[config.mk]
export PLATFORM = sky130hd
export DESIGN_NAME = fpu_shadow_dump_sched
export DESIGN_NICKNAME = d
export VERILOG_FILES = /design/src/rtl/fpu_dump_pkg.sv /design/src/rtl/fpu_dump_tx_if.sv /design/src/rtl/fpu_shadow_dump_sched.sv
export SDC_FILE = /design/constraint.sdc
export NUM_CORES = 1
export LEC_CHECK = 0
export BUFFER_PORTS_ARGS = -buffer_cell sky130_fd_sc_hd__clkbuf_2
export CAP_MARGIN = 40
export CORE_ASPECT_RATIO = 1.1
export CORE_MARGIN = 5
export CORE_UTILIZATION = 49
export DETAILED_ROUTE_END_ITERATION = 8
export HOLD_SLACK_MARGIN = 0.12
export PLACE_DENSITY_LB_ADDON = 0.12
export SLEW_MARGIN = 20
export SYNTH_ARGS = -nofsm -noshare
export SYNTH_HDL_FRONTEND = slang
export SYNTH_SLANG_ARGS = --single-unit
[constraint.sdc]
create_clock -name clk -period 2.4 [get_ports clk]
set_clock_uncertainty 0.15 [all_clocks]
set_input_delay 0.36 -clock clk [delete_from_list [all_inputs] [get_ports clk]]
set_output_delay 0.36 -clock clk [all_outputs]
set_load 0.1 [all_outputs]
[src/rtl/fpu_dump_pkg.sv]
// Shared types and defaults for the fpu_add shadow-register dump scheduler.
package fpu_dump_pkg;

  localparam int unsigned NCH_DEF      = 8;
  localparam logic [7:0]  HDR_BASE_DEF = 8'hA0;
  localparam logic [7:0]  TRAILER_DEF  = 8'h0A;

  typedef enum logic [2:0] {
    IDLE,
    SCAN,
    HDR,
    DUMP,
    FLUSH,
    CNT_LO,
    CNT_HI,
    TRL
  } state_e;

endpackage

[src/rtl/fpu_dump_tx_if.sv]
// Byte hand-off to async_transmitter: one-shot tx_en with a guard cycle and a held data byte.
module fpu_dump_tx_if
  import fpu_dump_pkg::*;
(
  input  logic       clk,
  input  logic       arst_l,
  input  logic       req,
  input  logic [7:0] req_data,
  input  logic       tx_busy,
  output logic       ack,
  output logic       tx_en,
  output logic [7:0] tx_data
);

  logic       tx_en_q, tx_en_d;
  logic [7:0] tx_data_q, tx_data_d;

  // tx_en_q doubles as the guard: busy may not have risen yet in the cycle after a strobe.
  always_comb begin
    ack       = req & ~tx_busy & ~tx_en_q;
    tx_en_d   = ack;
    tx_data_d = ack ? req_data : tx_data_q;
  end

  always_ff @(posedge clk or negedge arst_l) begin
    if (!arst_l) begin
      tx_en_q   <= 1'b0;
      tx_data_q <= '0;
    end else begin
      tx_en_q   <= tx_en_d;
      tx_data_q <= tx_data_d;
    end
  end

  assign tx_en   = tx_en_q;
  assign tx_data = tx_data_q;

endmodule

[src/rtl/fpu_shadow_dump_sched.sv]
// Walks masked fpu_add dump channels, packs each serial stream into framed UART bytes.
// Optional macro DUMP_BITCOUNT_EN appends a 16-bit per-channel bit count after each channel.
module fpu_shadow_dump_sched
  import fpu_dump_pkg::*;
#(
  parameter int unsigned NCH      = NCH_DEF,
  parameter logic [7:0]  HDR_BASE = HDR_BASE_DEF,
  parameter logic [7:0]  TRAILER  = TRAILER_DEF
) (
  input  logic           clk,
  input  logic           arst_l,
  input  logic           start,
  input  logic [NCH-1:0] ch_mask,
  input  logic [NCH-1:0] ch_out,
  input  logic [NCH-1:0] ch_out_vld,
  input  logic [NCH-1:0] ch_out_done,
  output logic [NCH-1:0] dump_en,
  output logic           tx_en,
  output logic [7:0]     tx_data,
  input  logic           tx_busy,
  output logic           busy,
  output logic           done
);

  localparam int unsigned IW = (NCH > 1) ? $clog2(NCH) : 1;

  state_e          state_q, state_d;
  logic [IW-1:0]   idx_q, idx_d;
  logic [NCH-1:0]  mask_q, mask_d;
  logic [7:0]      buf_q, buf_d;
  logic [3:0]      cnt_q, cnt_d;
  logic            busy_q, busy_d;
  logic            done_q, done_d;
`ifdef DUMP_BITCOUNT_EN
  logic [15:0]     bitcnt_q, bitcnt_d;
`endif

  logic            req, ack;
  logic [7:0]      req_data;
  logic            take, sel_done, scan_hit;
  logic [IW-1:0]   scan_idx;

  fpu_dump_tx_if u_tx_if (
    .clk      (clk),
    .arst_l   (arst_l),
    .req      (req),
    .req_data (req_data),
    .tx_busy  (tx_busy),
    .ack      (ack),
    .tx_en    (tx_en),
    .tx_data  (tx_data)
  );

  always_ff @(posedge clk or negedge arst_l) begin
    if (!arst_l) begin
      state_q  <= IDLE;
      idx_q    <= '0;
      mask_q   <= '0;
      buf_q    <= '0;
      cnt_q    <= '0;
      busy_q   <= 1'b0;
      done_q   <= 1'b0;
`ifdef DUMP_BITCOUNT_EN
      bitcnt_q <= '0;
`endif
    end else begin
      state_q  <= state_d;
      idx_q    <= idx_d;
      mask_q   <= mask_d;
      buf_q    <= buf_d;
      cnt_q    <= cnt_d;
      busy_q   <= busy_d;
      done_q   <= done_d;
`ifdef DUMP_BITCOUNT_EN
      bitcnt_q <= bitcnt_d;
`endif
    end
  end

  // Outputs depend on registered state only; a full buffer (cnt_q==8) parks dump_en low.
  always_comb begin
    dump_en  = '0;
    req      = 1'b0;
    req_data = '0;
    case (state_q)
      HDR: begin
        req      = 1'b1;
        req_data = HDR_BASE | 8'(idx_q);
      end
      DUMP: begin
        if (cnt_q == 4'd8) begin
          req      = 1'b1;
          req_data = buf_q;
        end else begin
          dump_en[idx_q] = 1'b1;
        end
      end
      FLUSH: begin
        req      = (cnt_q != 4'd0);
        req_data = buf_q;
      end
`ifdef DUMP_BITCOUNT_EN
      CNT_LO: begin
        req      = 1'b1;
        req_data = bitcnt_q[7:0];
      end
      CNT_HI: begin
        req      = 1'b1;
        req_data = bitcnt_q[15:8];
      end
`endif
      TRL: begin
        req      = 1'b1;
        req_data = TRAILER;
      end
      default: begin
        req = 1'b0;
      end
    endcase
  end

  always_comb begin
    take     = dump_en[idx_q] & ch_out_vld[idx_q];
    sel_done = dump_en[idx_q] & ch_out_done[idx_q];
    scan_hit = 1'b0;
    scan_idx = '0;
    for (int unsigned i = NCH; i > 0; i--) begin
      if (mask_q[i-1] && ((i - 1) >= 32'(idx_q))) begin
        scan_hit = 1'b1;
        scan_idx = IW'(i - 1);
      end
    end
  end

  always_comb begin
    state_d  = state_q;
    idx_d    = idx_q;
    mask_d   = mask_q;
    buf_d    = buf_q;
    cnt_d    = cnt_q;
    busy_d   = busy_q;
    done_d   = done_q;
`ifdef DUMP_BITCOUNT_EN
    bitcnt_d = bitcnt_q;
`endif
    case (state_q)
      IDLE: begin
        if (start) begin
          mask_d  = ch_mask;
          idx_d   = '0;
          buf_d   = '0;
          cnt_d   = '0;
          busy_d  = 1'b1;
          done_d  = 1'b0;
          state_d = SCAN;
        end
      end
      SCAN: begin
        if (scan_hit) begin
          idx_d    = scan_idx;
`ifdef DUMP_BITCOUNT_EN
          bitcnt_d = '0;
`endif
          state_d  = HDR;
        end else begin
          state_d  = TRL;
        end
      end
      HDR: begin
        if (ack) state_d = DUMP;
      end
      DUMP: begin
        if (cnt_q == 4'd8) begin
          if (ack) begin
            buf_d = '0;
            cnt_d = '0;
          end
        end else begin
          if (take) begin
            buf_d[cnt_q[2:0]] = ch_out[idx_q];
            cnt_d             = cnt_q + 4'd1;
`ifdef DUMP_BITCOUNT_EN
            if (bitcnt_q != 16'hFFFF) bitcnt_d = bitcnt_q + 16'd1;
`endif
          end
          if (sel_done) state_d = FLUSH;
        end
      end
      FLUSH: begin
        // An empty buffer needs no byte; a full one (done with the 8th bit) is sent whole.
        if ((cnt_q == 4'd0) || ack) begin
          buf_d         = '0;
          cnt_d         = '0;
          mask_d[idx_q] = 1'b0;
`ifdef DUMP_BITCOUNT_EN
          state_d       = CNT_LO;
`else
          state_d       = SCAN;
`endif
        end
      end
`ifdef DUMP_BITCOUNT_EN
      CNT_LO: begin
        if (ack) state_d = CNT_HI;
      end
      CNT_HI: begin
        if (ack) state_d = SCAN;
      end
`endif
      TRL: begin
        if (ack) begin
          busy_d  = 1'b0;
          done_d  = 1'b1;
          state_d = IDLE;
        end
      end
      default: begin
        state_d = IDLE;
      end
    endcase
  end

  assign busy = busy_q;
  assign done = done_q;

endmodule

Yosys cells after proc, flatten, opt, wreduce, memory -nomap -nowiden

Cells that the tools add are included.

Logic and storage cells: 134
Flip-flop bits (word level): 37
Output and inout port bits: 19
Input port bits: 36

Bitwise logic cells: 8
Eq/ne operators: 15
Order comparisons: 11
Add/sub/neg operators: 1
Mux-type cells: 67
Reduce and logical (&&, ||, !) cells: 23

Operators by type and width:

| operator                                                                             | count |
|---|---|
| 8-bit 2-to-1 mux                                                                     | 10 |
| 3-bit 2-to-1 mux                                                                     | 17 |
| 8-bit case mux with 4 select lines                                                   | 1 |
| 8-bit case mux with 3 select lines                                                   | 1 |
| 4-bit 2-to-1 mux                                                                     | 5 |
| 1-bit 2-to-1 mux                                                                     | 19 |
| 3-bit case mux with 6 select lines                                                   | 1 |
| 8-bit case mux with 2 select lines                                                   | 1 |
| 2-bit != test (second input constant)                                                | 7 |
| 1-bit binary-select mux with 3-bit select                                            | 4 |
| 4-bit case mux with 3 select lines                                                   | 1 |
| 3-bit greater-or-equal comparator (first input constant)                             | 3 |
| 1-bit logical AND                                                                    | 9 |
| 3-bit AND reduction                                                                  | 3 |
| 8-bit AND                                                                            | 1 |
| 8-bit bitwise mux                                                                    | 1 |
| 3-bit by 4-bit less-than comparator with 1-bit output (second input constant)        | 2 |
| 8-bit NOT                                                                            | 1 |
| 1-bit demux with 3-bit select                                                        | 2 |
| 3-bit by 2-bit equality test with 1-bit output (second input constant)               | 2 |
| 3-bit equality test (second input constant)                                          | 2 |
| 1-bit by 3-bit greater-or-equal comparator with 1-bit output (first input constant)  | 2 |
| 2-bit by 3-bit greater-or-equal comparator with 1-bit output (first input constant)  | 2 |
| 3-bit by 1-bit greater-or-equal comparator with 1-bit output (second input constant) | 2 |
| 18 further kinds                                                                     | 26 |

Longest topological paths before layout

Depth in word-level cells: 12
Depth in mapped cells: 9
Depth with buffers taken out: 7

By module

Synthesis repeated with hierarchy kept, for this count alone.

Cell total of the unflattened synthesis: 271
Area total of the unflattened synthesis: 2462.4 µm²

Modules (own cells, without submodules):

| module                | times used | area each (µm²) | sequential area each (µm²) | cells each |
|---|---|---|---|---|
| fpu_shadow_dump_sched | 1          | 2093.3          | 700.7                      | 252 |
| fpu_dump_tx_if        | 1          | 369.1           | 225.2                      | 19 |

Worst setup path after synthesis

Ideal clock, no wire load.

Path type: register to output
From: register cnt_q[0]
To: output port dump_en[1]
Path slack: -1.677 ns
Arrival time: 3.567 ns
Buffers on the path: 1
Stages on the path, launching flop included: 8
Required time: 1.890 ns
Cell sequence: dfrtp_1 > clkbuf_1 > inv_1 > ha_1 > and3b_1 > nor3_2 > nand2_1 > nor3_1

Cells in the longest elaborated chain, start to end: 3

RTL lines:

| item                   | line                        | text |
|---|---|---|
| start, declared        | fpu_shadow_dump_sched.sv:31 | `logic [3:0] cnt_q, cnt_d;` |
| start signal, assigned | fpu_shadow_dump_sched.sv:71 | `cnt_q <= cnt_d;` |
| 4-bit equality test    | fpu_shadow_dump_sched.sv:91 | `if (cnt_q == 4'd8) begin` |
| 8-bit 2-to-1 mux       | fpu_shadow_dump_sched.sv:91 |  |
| 8-bit 2-to-1 mux       | fpu_shadow_dump_sched.sv:85 | `case (state_q)` |
| end, declared          | fpu_shadow_dump_sched.sv:17 | `output logic [NCH-1:0] dump_en,` |

Every way passes these cells.

Worst setup path after layout

Ends and elaborated chain as after synthesis.

==> flow_metrics.py <==
metrics = {
    "detailed_routing": {
        "wl_per_cell_microns": 16.6,
        "ant_nets": 0,
        "wl_met2_mm": 3.15,
        "wl_met3_microns": 420,
        "wl_met1_mm": 3.18,
        "drtIter0Drc": 233,
        "top_layer_used": "met4",
        "drt-total-wl_mm": 6.84,
        "vias": 2414,
        "route.detailed.drc": 0,
        "vias_per_cell": 5.87,
        "drt-pass1-iter-count": 5,
    },
    "placement": {
        "place_inst": 396,
        "dp_hpwl_mm": 5.19,
        "dpl_cell_area_sq_um": 3070,
        "dpl_worst_slack_ns": 0.0600,
        "io_buffers": 54,
        "routabilityCongestion": 0.902,
    },
    "yosys": {
        "synthArstFlopShare_pct": 100,
        "ys_types": 53,
        "synthesis.area_sq_um": 2420,
        "ys_ff_latch": 37,
        "synth_area_leaders": "dfrtp_1, nand2_1, a21oi_1",
        "synthTopCellsByCount": "nand2_1, dfrtp_1, a21oi_1, o21ai_0, nor2_1",
        "yosysWarningCount": 0,
        "syn_area_per_cell_sq_um": 8.64,
        "ys.flop_type": "dfrtp_1",
        "synth_edf_count": 0,
        "synth.net_count": 318,
        "yosysTopAreaCellShare_pct": 38.3,
        "yosysMostFrequentCell": "nand2_1",
        "synth.largest_area_cell": "dfrtp_1",
        "syn_inst": 280,
        "ys_seq_area_share_pct": 38.3,
    },
    "finish": {
        "antenna_cells": 0,
        "fin_util_pct": 69.6,
        "finalNonFillerCells": 411,
        "syn2layout_area_growth_pct": 35.7,
        "post_route_cells_drive_above_1_share_pct": 35.5,
        "final_nets": 392,
        "design_area_sq_um": 3280,
    },
    "status": {
        "violations": "negative setup slack",
        "status": "complete, but fails checks",
    },
    "timing": {
        "worstMarginPinSlew_ns": 0.549,
        "hold_viol": 0,
        "slew_headroom_pct": 63.0,
        "setup_viol_count_final": 1,
        "fmax_ghz": 0.414,
        "period_share_pct": 101,
        "layout_min_cycle_time_ns": 2.41,
        "grt_setup_unrepaired": "true",
        "fin_ws_ns": -0.0130,
        "drv_slew": 0,
    },
    "worst_setup_path": {
        "reg2reg_depth": 9,
        "arrival_ns": 1.90,
        "worstPathMaxFanout": 4,
        "cp.required_ns": 1.89,
        "endpoint_kind": "output port",
        "regToRegSetupSlack_ns": 0.08,
        "worstSetupPathType": "reg -> out",
        "start_kind": "flop",
    },
    "power": {
        "power.density_nw_per_um2": 1300,
        "power_leakage_uw": 0.00154,
        "clkPwrFrac_pct": 13.6,
        "p_comb_share_pct": 61.3,
        "switching_share_pct": 49.9,
        "finalPower_uw": 4280,
        "netSwitchingPower_uw": 2140,
        "power_frac_seq_pct": 25.1,
        "peakVddDrop_mv": 0.678,
        "p_int_uw": 2150,
    },
    "floorplan": {
        "dieArea_sq_um": 6450,
        "num_io_pins": 55,
        "start_util_pct": 51.3,
        "die_y_microns": 83.7,
        "rows": 26,
        "die_w_microns": 77.0,
        "core-area_sq_um": 4720,
    },
    "clock_tree": {
        "cts_buffer_depth": 2,
        "cts_root_buffer": "clkbuf_8",
        "cts-buffers-inserted": 5,
        "clock-sinks": 37,
        "clk_pin_slew_worst_paths_ns": 0.08,
        "htreeDepth": 2,
        "cts_tree": "yes",
        "insertion_delay_ns": 0.30,
    },
    "global_routing": {
        "overflow": 0,
        "grt_pass1_vias": 2319,
        "antenna_found_initial": 0,
        "gr-usage-all-layers_pct": 21.8,
        "grt_pass1_wl_mm": 11.5,
        "grt_max_degree": 21,
    },
    "flow_run": {
        "cap_violations": 0,
    },
    "worst_hold_path": {
        "worstHoldPathCells": 2,
        "hp-class": "in -> reg",
    },
}
-- final cells by class --
type | instances | area, sq um
Clock inverter | 2 | 37.5
Inverter | 13 | 56.3
Clock buffer | 6 | 82.6
Timing Repair Buffer | 84 | 628
Sequential cell | 37 | 930
Fill cell | 371 | 1430
Tap cell | 56 | 70.1
Multi-Input combinational cell | 213 | 1480
-- repair_timing --
| action | in CTS | in global routing |
|---|---|---|
| hold buffers | 2 | 0 |
| endpoints found under the hold margin | 15 | 0 |
| setup endpoints to repair | 5 | 14 |
| buffers inserted | 3 | 2 |
| pin swaps | 4 | 0 |
| resized for setup | 4 | 5 |
-- routing by layer --
layer | up-vias | global-route usage, %
met2 | 89 | 32.0
met3 | 7 | 4.21
li1 | 1165 | -
met4 | 0 | 7.19
met5 | - | 0
met1 | 1153 | 32.2
-- worst max-delay path: stages (launching register included) --
cell and delay, ns:
dfrtp_1 0.42, inv_6 0.04, ha_4 0.16, and3b_2 0.22
nor3_4 0.20, nand2_4 0.12, nor3_4 0.22, buf_12 0.20
-- stage by stage --
step	hold WS (ns)	TNS (ns)
floorplan	-0.0856	-0.279
global placement	0.147	0
detailed placement	0.163	0
CTS	0.125	-0.0334
global route	0.126	-0.134
finish	0.135	-0.0130
-- cells by family (layout without fill, tap and decap cells) --
family	after synthesis	in the layout	synth area share [%]
DFF	37	37	38.3
AOI/OAI and AO/OA	100	100	27.1
adders and majority gates	2	2	1.03
buffers and inverters	30	105	5.33
and+or+nand+nor	92	92	18.4
muxes	19	19	9.88
-- registers in the layout, summed over array words and instances, names as in the netlist --
register	flops
busy	1
idx_q	3
state_q	3
done	1
mask_q	8
cnt_q	4
u_tx_if.tx_en	1
buf_q	8
u_tx_if.tx_data	8
-- cells in the final DEF (no fill, tap or decap), drive strengths merged, types with 4 or more instances in the layout --
cell and instances:
clkbuf 52, nand2 38, dfrtp 37, buf 36, o21ai 31, a21oi 22
nor2 19, inv 13, a22o 11, mux2 9, a21o 8, mux2i 7
nor3 6, nor2b 5, nand2b 4, a31oi 4
-- path summary, 6_finish.rpt --
kind | from | end
worst max-delay path | cnt_q[0] | dump_en[1]
worst min-delay path | ch_mask[2] | mask_q[2]
worst max register to register | cnt_q[0] | buf_q[4]
worst min register to register | u_tx_if.tx_data[2] | u_tx_if.tx_data[2]
max in group asynchronous | arst_l | state_q[1]
min in group asynchronous | arst_l | cnt_q[0]
-- power by group through the flow --
stage | Sequential, uW | Clock (uW) | Combinational, uW
floorplan | 1330 | 0 | 1620
global placement | 1060 | 0 | 2500
detailed placement | 1070 | 0 | 2520
CTS | 1060 | 591 | 2570
global route | 1110 | 626 | 2820
finish | 1080 | 583 | 2620
No activity file was read; power rests on OpenSTA's default activity.
